<file path="config.mk">
export PLATFORM = sky130hd
export DESIGN_NAME = reg_select_encode_pipe
export DESIGN_NICKNAME = d
export VERILOG_FILES = /design/src/rtl/cpu_ctrl_pkg.sv /design/src/rtl/onehot_decoder.sv /design/src/rtl/reg_select_encode_pipe.sv
export SDC_FILE = /design/constraint.sdc
export NUM_CORES = 1
export LEC_CHECK = 0
export BUFFER_PORTS_ARGS = -buffer_cell sky130_fd_sc_hd__clkbuf_2
export CAP_MARGIN = 0
export CORE_UTILIZATION = 43
export CTS_CLUSTER_DIAMETER = 40
export DETAILED_ROUTE_END_ITERATION = 8
export PLACE_DENSITY = 0.77
export SYNTH_ARGS = -nofsm -noshare
export SYNTH_HDL_FRONTEND = slang
export SYNTH_SLANG_ARGS = --single-unit
export TNS_END_PERCENT = 5
</file>
<file path="constraint.sdc">
create_clock -name clock_i -period 1.8 [get_ports clock_i]
set_clock_uncertainty 0.05 [all_clocks]
set_input_delay 0.27 -clock clock_i [delete_from_list [all_inputs] [get_ports clock_i]]
set_output_delay 0.27 -clock clock_i [all_outputs]
set_load 0.005 [all_outputs]
</file>
<file path="src/rtl/cpu_ctrl_pkg.sv">
// Shared control-unit definitions: default field positions, C constant width,
// register-select type and the IR holding FSM encoding.
package cpu_ctrl_pkg;

  localparam int NUM_REGS_DEF = 16;
  localparam int SEL_W_DEF    = $clog2(NUM_REGS_DEF);
  localparam int IR_W_DEF     = 32;
  localparam int RA_LSB_DEF   = 23;
  localparam int RB_LSB_DEF   = 19;
  localparam int RC_LSB_DEF   = 15;
  localparam int C_W_DEF      = 19;

  typedef logic [SEL_W_DEF-1:0] reg_sel_t;

  typedef enum logic {
    EMPTY = 1'b0,
    HELD  = 1'b1
  } ir_state_e;

endpackage

</file>
<file path="src/rtl/onehot_decoder.sv">
// Binary to one-hot decoder, purely combinational.
module onehot_decoder #(
  parameter int N = 16,
  localparam int W = (N > 1) ? $clog2(N) : 1
) (
  input  logic [W-1:0] bin_i,
  output logic [N-1:0] onehot_o
);

  always_comb begin
    onehot_o        = '0;
    onehot_o[bin_i] = 1'b1;
  end

endmodule

</file>
<file path="src/rtl/reg_select_encode_pipe.sv">
// Register-select/encode stage: IR latch, GRA/GRB/GRC decode to Rin/Rout enables,
// C constant sign extension and pending-write scoreboard. Option macro: REG_SELECT_R0_ZERO_EN.
//
// state | meaning
// EMPTY | no IR held yet; enables suppressed, reserve/rin ignored
// HELD  | ir_q valid; selects decode from ir_q
module reg_select_encode_pipe
  import cpu_ctrl_pkg::*;
#(
  parameter int NUM_REGS = NUM_REGS_DEF,
  parameter int IR_W     = IR_W_DEF,
  parameter int RA_LSB   = RA_LSB_DEF,
  parameter int RB_LSB   = RB_LSB_DEF,
  parameter int RC_LSB   = RC_LSB_DEF,
  parameter int C_W      = C_W_DEF,
  localparam int SEL_W   = $clog2(NUM_REGS)
) (
  input  logic                clock_i,
  input  logic                reset_i,
  input  logic                ir_valid_i,
  input  logic [IR_W-1:0]     ir_in_i,
  output logic                ir_ready_o,
  input  logic                gra_i,
  input  logic                grb_i,
  input  logic                grc_i,
  input  logic                rin_i,
  input  logic                rout_i,
  input  logic                baout_i,
  input  logic                reserve_i,
  output logic [NUM_REGS-1:0] rin_onehot_o,
  output logic [NUM_REGS-1:0] rout_onehot_o,
  output logic [SEL_W-1:0]    sel_index_o,
  output logic [31:0]         c_sext_o,
  output logic                hazard_o,
  output logic                sel_err_o,
  output logic [NUM_REGS-1:0] busy_o,
  output logic                ba_zero_o
);

  ir_state_e           state_q;
  logic [IR_W-1:0]     ir_q;
  logic [NUM_REGS-1:0] busy_q, busy_d;
  logic [NUM_REGS-1:0] rin_q, rin_d;
  logic [NUM_REGS-1:0] rout_q, rout_d;
  logic [SEL_W-1:0]    sel_q, sel_d, sel_raw;
  logic                hazard_q, hazard_d;
  logic                sel_err_q, sel_err_d;
  logic                ba_zero_q, ba_zero_d;

  logic                held, any_sel, act, rd_req, sel_busy, ba_r0, load;
  logic [NUM_REGS-1:0] dec_rin, dec_rout;
  logic                unused_ir;

  assign held     = (state_q == HELD);
  assign any_sel  = gra_i | grb_i | grc_i;
  assign act      = held & any_sel;
  assign rd_req   = rout_i | baout_i;
  assign sel_raw  = gra_i ? ir_q[RA_LSB +: SEL_W] :
                    grb_i ? ir_q[RB_LSB +: SEL_W] : ir_q[RC_LSB +: SEL_W];
  assign sel_busy = busy_q[sel_raw];

  // No IR swap while the sequencer is driving a select cycle against the held IR.
  assign ir_ready_o = ~held | ~(rin_i | rout_i | baout_i | reserve_i);
  assign load       = ir_valid_i & ir_ready_o;

`ifdef REG_SELECT_R0_ZERO_EN
  assign ba_r0 = baout_i & (sel_raw == '0);
`else
  assign ba_r0 = 1'b0;
`endif

  onehot_decoder #(.N(NUM_REGS)) u_dec_rin  (.bin_i(sel_raw), .onehot_o(dec_rin));
  onehot_decoder #(.N(NUM_REGS)) u_dec_rout (.bin_i(sel_raw), .onehot_o(dec_rout));

  always_comb begin
    rin_d     = (act & rin_i) ? dec_rin : '0;
    rout_d    = (act & rd_req & ~ba_r0 & ~sel_busy) ? dec_rout : '0;
    hazard_d  = act & rd_req & ~ba_r0 & sel_busy;
    ba_zero_d = act & ba_r0;
    sel_d     = act ? sel_raw : '0;
    sel_err_d = (gra_i & grb_i) | (gra_i & grc_i) | (grb_i & grc_i);
    // Clear first so a same-cycle reserve of the same register wins.
    busy_d = busy_q;
    if (act && rin_i)     busy_d[sel_raw] = 1'b0;
    if (act && reserve_i) busy_d[sel_raw] = 1'b1;
  end

  always_ff @(posedge clock_i) begin
    if (reset_i) begin
      state_q   <= EMPTY;
      ir_q      <= '0;
      busy_q    <= '0;
      rin_q     <= '0;
      rout_q    <= '0;
      sel_q     <= '0;
      hazard_q  <= 1'b0;
      sel_err_q <= 1'b0;
      ba_zero_q <= 1'b0;
    end else begin
      if (load) begin
        ir_q    <= ir_in_i;
        state_q <= HELD;
      end
      busy_q    <= busy_d;
      rin_q     <= rin_d;
      rout_q    <= rout_d;
      sel_q     <= sel_d;
      hazard_q  <= hazard_d;
      sel_err_q <= sel_err_d;
      ba_zero_q <= ba_zero_d;
    end
  end

  assign c_sext_o      = {{(32-C_W){ir_q[C_W-1]}}, ir_q[C_W-1:0]};
  assign rin_onehot_o  = rin_q;
  assign rout_onehot_o = rout_q;
  assign sel_index_o   = sel_q;
  assign hazard_o      = hazard_q;
  assign sel_err_o     = sel_err_q;
  assign busy_o        = busy_q;
  assign ba_zero_o     = ba_zero_q;

  // Opcode bits above the register fields are consumed by other stages.
  assign unused_ir = ^ir_q;

endmodule

</file>
==> results.toml, run 1 <==
[status]
status = "complete, but fails checks"
violations = "negative setup slack"

[floorplanning]
row_count = 31
die_area_sq_mm = 0.007843
die_h_um = 88.56
fp.coreArea_sq_mm = 0.007253
ios = 130
dieWidth_um = 88.56
start_util_pct = 44.42

[finish]
layout.nets = 561
num-fill-cells = 684
antennaDiodeCount = 0
finalNonFillerCells = 623
regArea_sq_mm = 0.001642
drive_gt1_share_pct = 39.89
multi_input_area_sq_mm = 0.001271
syn_to_final_growth_pct = 33.83

[drt]
postRouteAntennaNets = 0
maxUsedRoutingLayer = "met4"
first_pass_iters = 5
route.met2.wl_mm = 3.893
wl_met1_mm = 3.461
num_vias = 2999
drtIter0Drc = 130
routed_wl_mm = 7.925
met3_length_um = 469
routedWlPerCell_um = 12.72
viasPerCell = 4.814
remaining_drc_errors = 0

[global_route]
grt_pass1_wl_mm = 12.16
grt-ovfl-total = 0
antenna_found_initial = 0
grt_pass1_vias = 2711
grt_max_degree = 34
track_usage_pct = 20.31

[sta]
hold_violations = 0
tightest_slew_ns = 0.5707
final-setup-viol-count = 32
slew_viol_final = 0
fin_tns_setup_ns = -1.957
fmaxAchievable_ghz = 0.5091
relSlewSlack_pct = 61.95
period_needed_ns = 1.964
min_period_over_period_pct = 109.1
setup_slack_ns = -0.1644
rsz0062_at_grt = "true"

[placement]
placedCellCount = 605
globalplace.congestion = 0.8660
post-place-ws_ns = -0.2421
port_buffers = 123
dp_hpwl_mm = 5.803

[worst_setup_path]
crit_family = "multiplexers"
path_buf_inv = 0
critical_path_required_ns = 2.04
slowest_delay_ns = 0.42
cpMaxStageDelayCell = "a211o_4"
start_kind = "register"
path_max_fanout = 8
crit_cells = 6
reg2reg_depth = 6
crit_type = "reg -> reg"
end_kind = "register"
crit_arrival_ns = 2.20
path_cells = "mux2_4, mux2i_4, mux2i_1, a22oi_2, a211o_4, nor2_2"

[cts]
clock_latency_ns = 0.35
cts_made_buffers = 9
cts.reportedPaths.clkPinSlew_ns = 0.09
cts_root_buffer = "clkbuf_8"
cts_buffer_depth = 2
cts_tree = "done"
clock-sinks = 82
cts_max_level = 3

[min_path]
hold_path_class = "in -> reg"
hold_depth = 3

[yosys]
ys.flop_type = "dfxtp_1"
synthMuxAreaShare_pct = 4.699
synth_top_family_by_area = "simple AND/OR/NAND/NOR gates"
async_reset_ff_share_pct = 0
synth-xor-area-share_pct = 0
yosys_warnings = 0
ys_ff_latch = 82
synth.avg_cell_area_sq_um = 8.368
seq_area_frac_synth_pct = 50.95
synth_cells = 385
synth_nets = 427
synth-compound-area-share_pct = 14.21
syn_area_sq_mm = 0.003222
synth-simple-area-share_pct = 19.34
synthAdderAreaFrac_pct = 0
synth-edff-count = 0
ys_types = 30

[job]
drv_cap = 0

[power_and_ir_drop]
cellPowerDensity_mw_per_mm2 = 897.8
p_leak_uw = 0.001944
ir_drop_v = 0.0004216
power_uw = 3871
-- report_power, final --
part / internal [uW] / switching (uW) / leakage, uW
Combinational: 222 / 250 / 0.00117
Clock: 805 / 707 / 0.000113
Sequential: 1860 / 26.6 / 0.000666
Total: 2890 / 983 / 0.00194
-- what timing repair did --
action                     in CTS  in global routing
setup buffers                   1                  1
resized for setup               0                 12
setup endpoints to repair      19                 36
hold buffers                    0                  0
pin swaps                       1                  2
-- final timing paths --
check / from / end / slack, ns
hold reg to reg: ir_q[22]$_SDFFE_PP0P_ / ir_q[22]$_SDFFE_PP0P_ / 0.41
setup reg to reg: ir_q[16]$_SDFFE_PP0P_ / rout_onehot_o[0]$_SDFF_PP0_ / -0.16
hold / removal: ir_in_i[20] / ir_q[20]$_SDFFE_PP0P_ / 0.07
setup / recovery: ir_q[16]$_SDFFE_PP0P_ / rout_onehot_o[0]$_SDFF_PP0_ / -0.16
-- through the flow --
step | area (sq um) | hold slack, ns | util (%)
after floorplan | 3222 | 0.3358 | -
after global placement | 4033 | 0.3920 | 55.60
after detailed placement | 4033 | 0.3956 | 55.60
after CTS | 4269 | 0.05364 | 58.86
after global routing | 4312 | 0.06238 | 59.44
final | 4312 | 0.07376 | 59.44
-- worst reg2reg max path, delay by kind of cell (launching register included) --
family          cells  cell delay [ns]
mux                 3             0.86
compound gates      2             0.54
flops               1             0.32
simple gates        1             0.11
-- per-layer routing --
metal	global-route usage [%]	vias up
li1	-	1511
met1	24.07	1358
met2	34.69	118
met3	4.478	12
met4	10.12	0
met5	0	-
-- Yosys cell counts, drive strengths merged, types with 2 or more instances --
master	n	area (sq um)
a21oi	44	220.2
a222oi	3	30.03
and2	4	25.02
o21a	3	22.52
o21ai	21	108.9
a22oi	2	15.01
clkbuf	12	45.04
buf	42	299.0
dfxtp	82	1642
a22o	2	17.52
nor2b	2	12.51
mux2i	9	102.6
nand3	16	80.08
nand2	79	296.5
mux2	4	48.79
nor2	51	191.4
-- layout make-up --
| type | count | share of cell area, % |
|---|---|---|
| multi-input combinational | 249 | 29.48 |
| clock buffer | 9 | 2.873 |
| tap | 99 | 2.873 |
| timing repair buffer | 177 | 24.26 |
| sequential | 82 | 38.07 |
| clock inverter | 7 | 2.438 |
-- kinds of logic after synthesis --
logic type	Yosys count
AO/OA/AOI/OAI	80
other	1
flip-flops	82
AND/OR/NAND/NOR	155
multiplexers	13
buffers and inverters	54
-- cell usage in the layout (no fill, tap or decap), types with 2 or more instances in the layout --
| cell | instances |
|---|---|
| o21ai_0 | 18 |
| clkbuf_2 | 123 |
| a222oi_1 | 3 |
| a21oi_1 | 44 |
| and2_1 | 4 |
| buf_12 | 2 |
| nor2_2 | 6 |
| mux2_2 | 3 |
| nor2b_1 | 2 |
| mux2i_1 | 8 |
| dfxtp_1 | 82 |
| bufinv_16 | 2 |
| inv_6 | 3 |
| nand2_1 | 79 |
| buf_4 | 52 |
| o21ai_1 | 2 |
| o21a_1 | 3 |
| clkbuf_8 | 9 |
| nand3_1 | 16 |
| nor2_1 | 44 |
| a22o_1 | 2 |
Power figures use the tool's default switching activity.
==> inputs of run 2 (changes only) <==
--- a/config.mk
+++ b/config.mk
@@ -7,6 +7,7 @@
 export LEC_CHECK = 0
 export BUFFER_PORTS_ARGS = -buffer_cell sky130_fd_sc_hd__clkbuf_2
 export CAP_MARGIN = 0
+export CORE_ASPECT_RATIO = 0.9
 export CORE_UTILIZATION = 43
 export CTS_CLUSTER_DIAMETER = 40
 export DETAILED_ROUTE_END_ITERATION = 8
==> run 2 against run 1 <==
The flow still finishes with violations (negative setup slack). Die area about the same. Clock power decreased by 9%. Largest power group unchanged. Routed wire length increased by 3.3%. Largest cell class unchanged. Global-route usage increased by 1.2 points. Combinational power about the same. Sequential power about the same.
==> results.toml, run 2 (synthesis gave the netlist of run 1 again) <==
[power_and_ir_drop]
p_switching_uw = 968.0
p_comb_share_pct = 12.6
p_leak_uw = 0.001899
ir_drop_v = 0.0004614
p_clk_share_pct = 36.9
seq_power_share_pct = 50.5
p_sw_share_pct = 25.90
cellPowerDensity_mw_per_mm2 = 879.0
p_int_uw = 2769

[drt]
first_pass_iters = 4
drtIter0Drc = 158
remaining_drc_errors = 0
viasPerCell = 4.944
postRouteAntennaNets = 0
num_vias = 3016
routed_wl_mm = 8.189
routedWlPerCell_um = 13.42

[worst_setup_path]
crit_arrival_ns = 2.14
crit_type = "reg -> reg"
r2r_setup_slack_ns = -0.10
critical_path_required_ns = 2.04
end_kind = "register"
start_kind = "register"
path_max_fanout = 8

[sta]
final-setup-viol-count = 12
min_period_over_period_pct = 105.6
hold_violations = 0
slew_viol_final = 0
fmaxAchievable_ghz = 0.5261
relSlewSlack_pct = 59.93
setup_slack_ns = -0.1007
period_needed_ns = 1.901
fin_tns_setup_ns = -0.7898
tightest_slew_ns = 0.6010
rsz0062_at_grt = "true"

[finish]
antennaDiodeCount = 0
syn_to_final_growth_pct = 31.96
fin_util_pct = 59.48
drive_gt1_share_pct = 39.85
layout_common_cells = "123 x clkbuf_2, 81 x dfxtp_1, 79 x nand2_1"
layout_commonest_cell = "clkbuf_2"
num-fill-cells = 642
layout.nets = 554

[placement]
dp_hpwl_mm = 5.901
port_buffers = 123
globalplace.congestion = 0.8226

[global_route]
track_usage_pct = 21.54
met3_usage_pct = 5.009
grt_pass1_wl_mm = 13.16
antenna_found_initial = 0
grt-ovfl-total = 0
busiest_layer = "met2"
grt_util_met2_pct = 36.70
met1_usage_pct = 26.05
grt_max_degree = 26
grt_pass1_vias = 2849

[cts]
cts_buffer_depth = 2
cts_max_level = 3
hold_buffers = 0
clock-sinks = 82
cts_tree = "done"
clock_latency_ns = 0.35
cts_made_buffers = 9
cts.reportedPaths.clkPinSlew_ns = 0.09
cts_root_buffer = "clkbuf_8"

[floorplanning]
die_h_um = 84.12
ios = 130
start_util_pct = 45.07
die_area_sq_mm = 0.007843
dieWidth_um = 93.24
row_count = 29
fp.coreArea_sq_mm = 0.007148

[status]
status = "complete, but fails checks"
violations = "negative setup slack"

[min_path]
hold_path_class = "in -> reg"

[job]
drv_cap = 0
-- run 2: final cells by class --
class                   count  area [sq um]  area share (%)
clock buffers              10         137.6           3.237
clock inverters             6         72.57           1.707
multi-input cells         249          1289           30.31
flip-flops and latches     82          1643           38.64
well taps                  93         116.4           2.737
repair buffers            170         993.5           23.37
-- run 2: worst paths after layout --
path,startpoint,endpoint,cells past startpoint
max,ir_q[16]$_SDFFE_PP0P_,rout_onehot_o[2]$_SDFF_PP0_,7
min,ir_in_i[23],ir_q[23]$_SDFFE_PP0P_,3
max reg2reg,ir_q[16]$_SDFFE_PP0P_,rout_onehot_o[2]$_SDFF_PP0_,7
min reg2reg,ir_q[8]$_SDFFE_PP0P_,ir_q[8]$_SDFFE_PP0P_,2
-- run 2: per-layer routing --
layer	vias to the layer above	wire length, um
li1	1501	-
met1	1395	3427
met2	107	4096
met3	13	542
met4	0	123
met5	-	0
-- run 2: critical path, cell delays in order, from the launching register on --
cell and delay [ns]:
dfxtp_1 0.32, mux2_4 0.30, mux2i_4 0.17, buf_12 0.15
mux2i_4 0.23, a22oi_2 0.12, a211o_4 0.41, nor2_2 0.09
-- run 2: repair_timing --
action                                  CTS  global route
pin swaps                                 0             2
setup buffers                             1             0
gates resized for setup                   2            18
endpoints found under the setup margin   21            23
-- run 2: metrics by stage --
step           hold WS, ns  instance area [sq um]  instances  power [uW]  setup slack, ns
2_1_floorplan       0.3358                   3222        385        2201         -0.06337
3_3_place_gp        0.3916                   3968        593        2358          -0.1615
3_5_place_dp        0.3987                   3968        593        2371          -0.2448
4_1_cts            0.07541                   4203        610        3751          -0.1087
5_1_grt            0.08213                   4252        610        3896          -0.1575
6_report           0.08230                   4252        610        3737          -0.1007
-- run 2: power groups by stage --
stage | combinational, uW | sequential (uW) | clock (uW)
2_1_floorplan | 275 | 1930 | 0
3_3_place_gp | 430 | 1930 | 0
3_5_place_dp | 442 | 1930 | 0
4_1_cts | 453 | 1890 | 1410
5_1_grt | 516 | 1890 | 1490
6_report | 470 | 1890 | 1380
==> inputs of run 3 (changes only) <==
--- a/config.mk
+++ b/config.mk
@@ -8,6 +8,7 @@
 export BUFFER_PORTS_ARGS = -buffer_cell sky130_fd_sc_hd__clkbuf_2
 export CAP_MARGIN = 0
 export CORE_ASPECT_RATIO = 0.9
+export CORE_MARGIN = 5
 export CORE_UTILIZATION = 43
 export CTS_CLUSTER_DIAMETER = 40
 export DETAILED_ROUTE_END_ITERATION = 8
==> run 3 against run 2 <==
The flow still finishes with violations (negative setup slack). Final cell count is 0.16% higher. First-iteration DRC count decreased by 15%. Combinational power down 6.4%. Non-clock buffer count decreased by 2.
==> results.toml, run 3 (synthesis gave the netlist of run 1 again) <==
[status]
violations = "negative setup slack"
status = "complete, but fails checks"

[power_and_ir_drop]
p_int_uw = 2749
p_clk_share_pct = 37.1
seq_power_share_pct = 51.0
p_leak_uw = 0.001886
ir_drop_v = 0.0005167
cellPowerDensity_mw_per_mm2 = 888.0
p_comb_share_pct = 11.9
p_sw_share_pct = 25.75
p_switching_uw = 953.2
power_uw = 3702

[placement]
dp_hpwl_mm = 6.421
placed_area_sq_mm = 0.003944
globalplace.congestion = 0.8534
port_buffers = 123

[floorplanning]
ios = 130
die_h_um = 92.12
dieWidth_um = 101.2
start_util_pct = 43.35
row_count = 30
fp.coreArea_sq_mm = 0.007432
die_area_sq_mm = 0.009326

[worst_setup_path]
slowest_delay_ns = 0.44
end_kind = "register"
crit_type = "reg -> reg"
cpMaxStageDelayCell = "a211o_2"
reg2reg_depth = 6
start_kind = "register"
critical_path_required_ns = 2.04
path_cells = "mux2_4, mux2i_4, mux2i_1, a22oi_1, a211o_2, nor2_2"
path_max_fanout = 8
crit_arrival_ns = 2.16

[sta]
tightest_slew_ns = 0.6531
min_period_over_period_pct = 106.5
fmaxAchievable_ghz = 0.5214
hold_violations = 0
relSlewSlack_pct = 56.46
setup_slack_ns = -0.1179
slew_viol_final = 0
period_needed_ns = 1.918
final-setup-viol-count = 25
rsz0062_at_grt = "true"

[drt]
postRouteAntennaNets = 0
drtIter0Drc = 134
routedWlPerCell_um = 13.91
routed_wl_mm = 8.501
viasPerCell = 4.951
first_pass_iters = 6
num_vias = 3025
remaining_drc_errors = 0

[global_route]
antenna_found_initial = 0
grt_pass1_vias = 2940
grt-ovfl-total = 0
track_usage_pct = 18.46
grt_pass1_wl_mm = 13.76
grt_max_degree = 24

[cts]
clock-sinks = 82
cts_root_buffer = "clkbuf_8"
cts_buffer_depth = 2
cts_tree = "done"
cts_made_buffers = 9
cts_max_level = 3
clock_latency_ns = 0.35
cts.reportedPaths.clkPinSlew_ns = 0.08

[finish]
antennaDiodeCount = 0
layout_commonest_cell = "clkbuf_2"
drive_gt1_share_pct = 38.06
regArea_sq_mm = 0.001644
stdcell_area_sq_mm = 0.004169
layout.nets = 552
num-fill-cells = 697
layout_common_cells = "123 x clkbuf_2, 80 x dfxtp_1, 79 x nand2_1"
syn_to_final_growth_pct = 29.40
multi_input_area_sq_mm = 0.001241

[min_path]
hold_path_class = "in -> reg"
hold_depth = 3

[job]
drv_cap = 0
[run 3: worst paths after layout]
path / startpoint / to / slack (ns)
setup / recovery: ir_q[16]$_SDFFE_PP0P_ / rout_onehot_o[3]$_SDFF_PP0_ / -0.12
hold / removal: ir_in_i[16] / ir_q[16]$_SDFFE_PP0P_ / 0.08
setup reg to reg: ir_q[16]$_SDFFE_PP0P_ / rout_onehot_o[3]$_SDFF_PP0_ / -0.12
hold reg to reg: ir_q[2]$_SDFFE_PP0P_ / ir_q[2]$_SDFFE_PP0P_ / 0.41
[run 3: worst max-delay path: cells and delay by family (launching register included)]
kind / cells / cell delay [ns]
simple gates: 1 / 0.11
flops: 1 / 0.33
mux: 3 / 0.81
compound gates: 2 / 0.56
[run 3: per-layer routing]
metal | global-route usage, % | wire, um | up-vias
met5 | 0 | 0 | -
met4 | 7.309 | 150 | 0
met3 | 5.095 | 671 | 14
met2 | 31.05 | 4191 | 124
met1 | 22.05 | 3488 | 1393
li1 | - | - | 1494
[run 3: power by group through the flow]
stage	registers [uW]	logic [uW]	clock network, uW
final	1890	440	1380
after global routing	1890	489	1490
after CTS	1890	440	1420
after detailed placement	1930	435	0
after global placement	1930	422	0
after floorplan	1930	275	0
[run 3: metrics by stage]
stage	setup slack (ns)	utilization (%)	setup TNS [ns]	std cells	hold WS [ns]
floorplan	-0.06337	-	-0.5069	385	0.3358
global placement	-0.1753	53.06	-2.451	594	0.3919
detailed placement	-0.3155	53.06	-4.688	594	0.3956
CTS	-0.1397	56.04	-1.638	611	0.07216
global route	-0.2122	56.09	-5.105	611	0.07348
finish	-0.1179	56.09	-1.596	611	0.07551
[run 3: layout make-up]
| class | count | area share [%] |
|---|---|---|
| multi-input combinational | 249 | 29.77 |
| timing repair buffer | 168 | 22.87 |
| sequential | 82 | 39.44 |
| clock inverter | 6 | 1.741 |
| clock buffer | 10 | 3.301 |
| tap | 96 | 2.881 |
[run 3: timing repair]
item,4_1_cts,5_1_grt
hold endpoints to repair,0,0
gates resized for setup,2,3
pin swaps,2,0
hold buffers,0,0
setup buffers,1,0
setup endpoints to repair,22,42
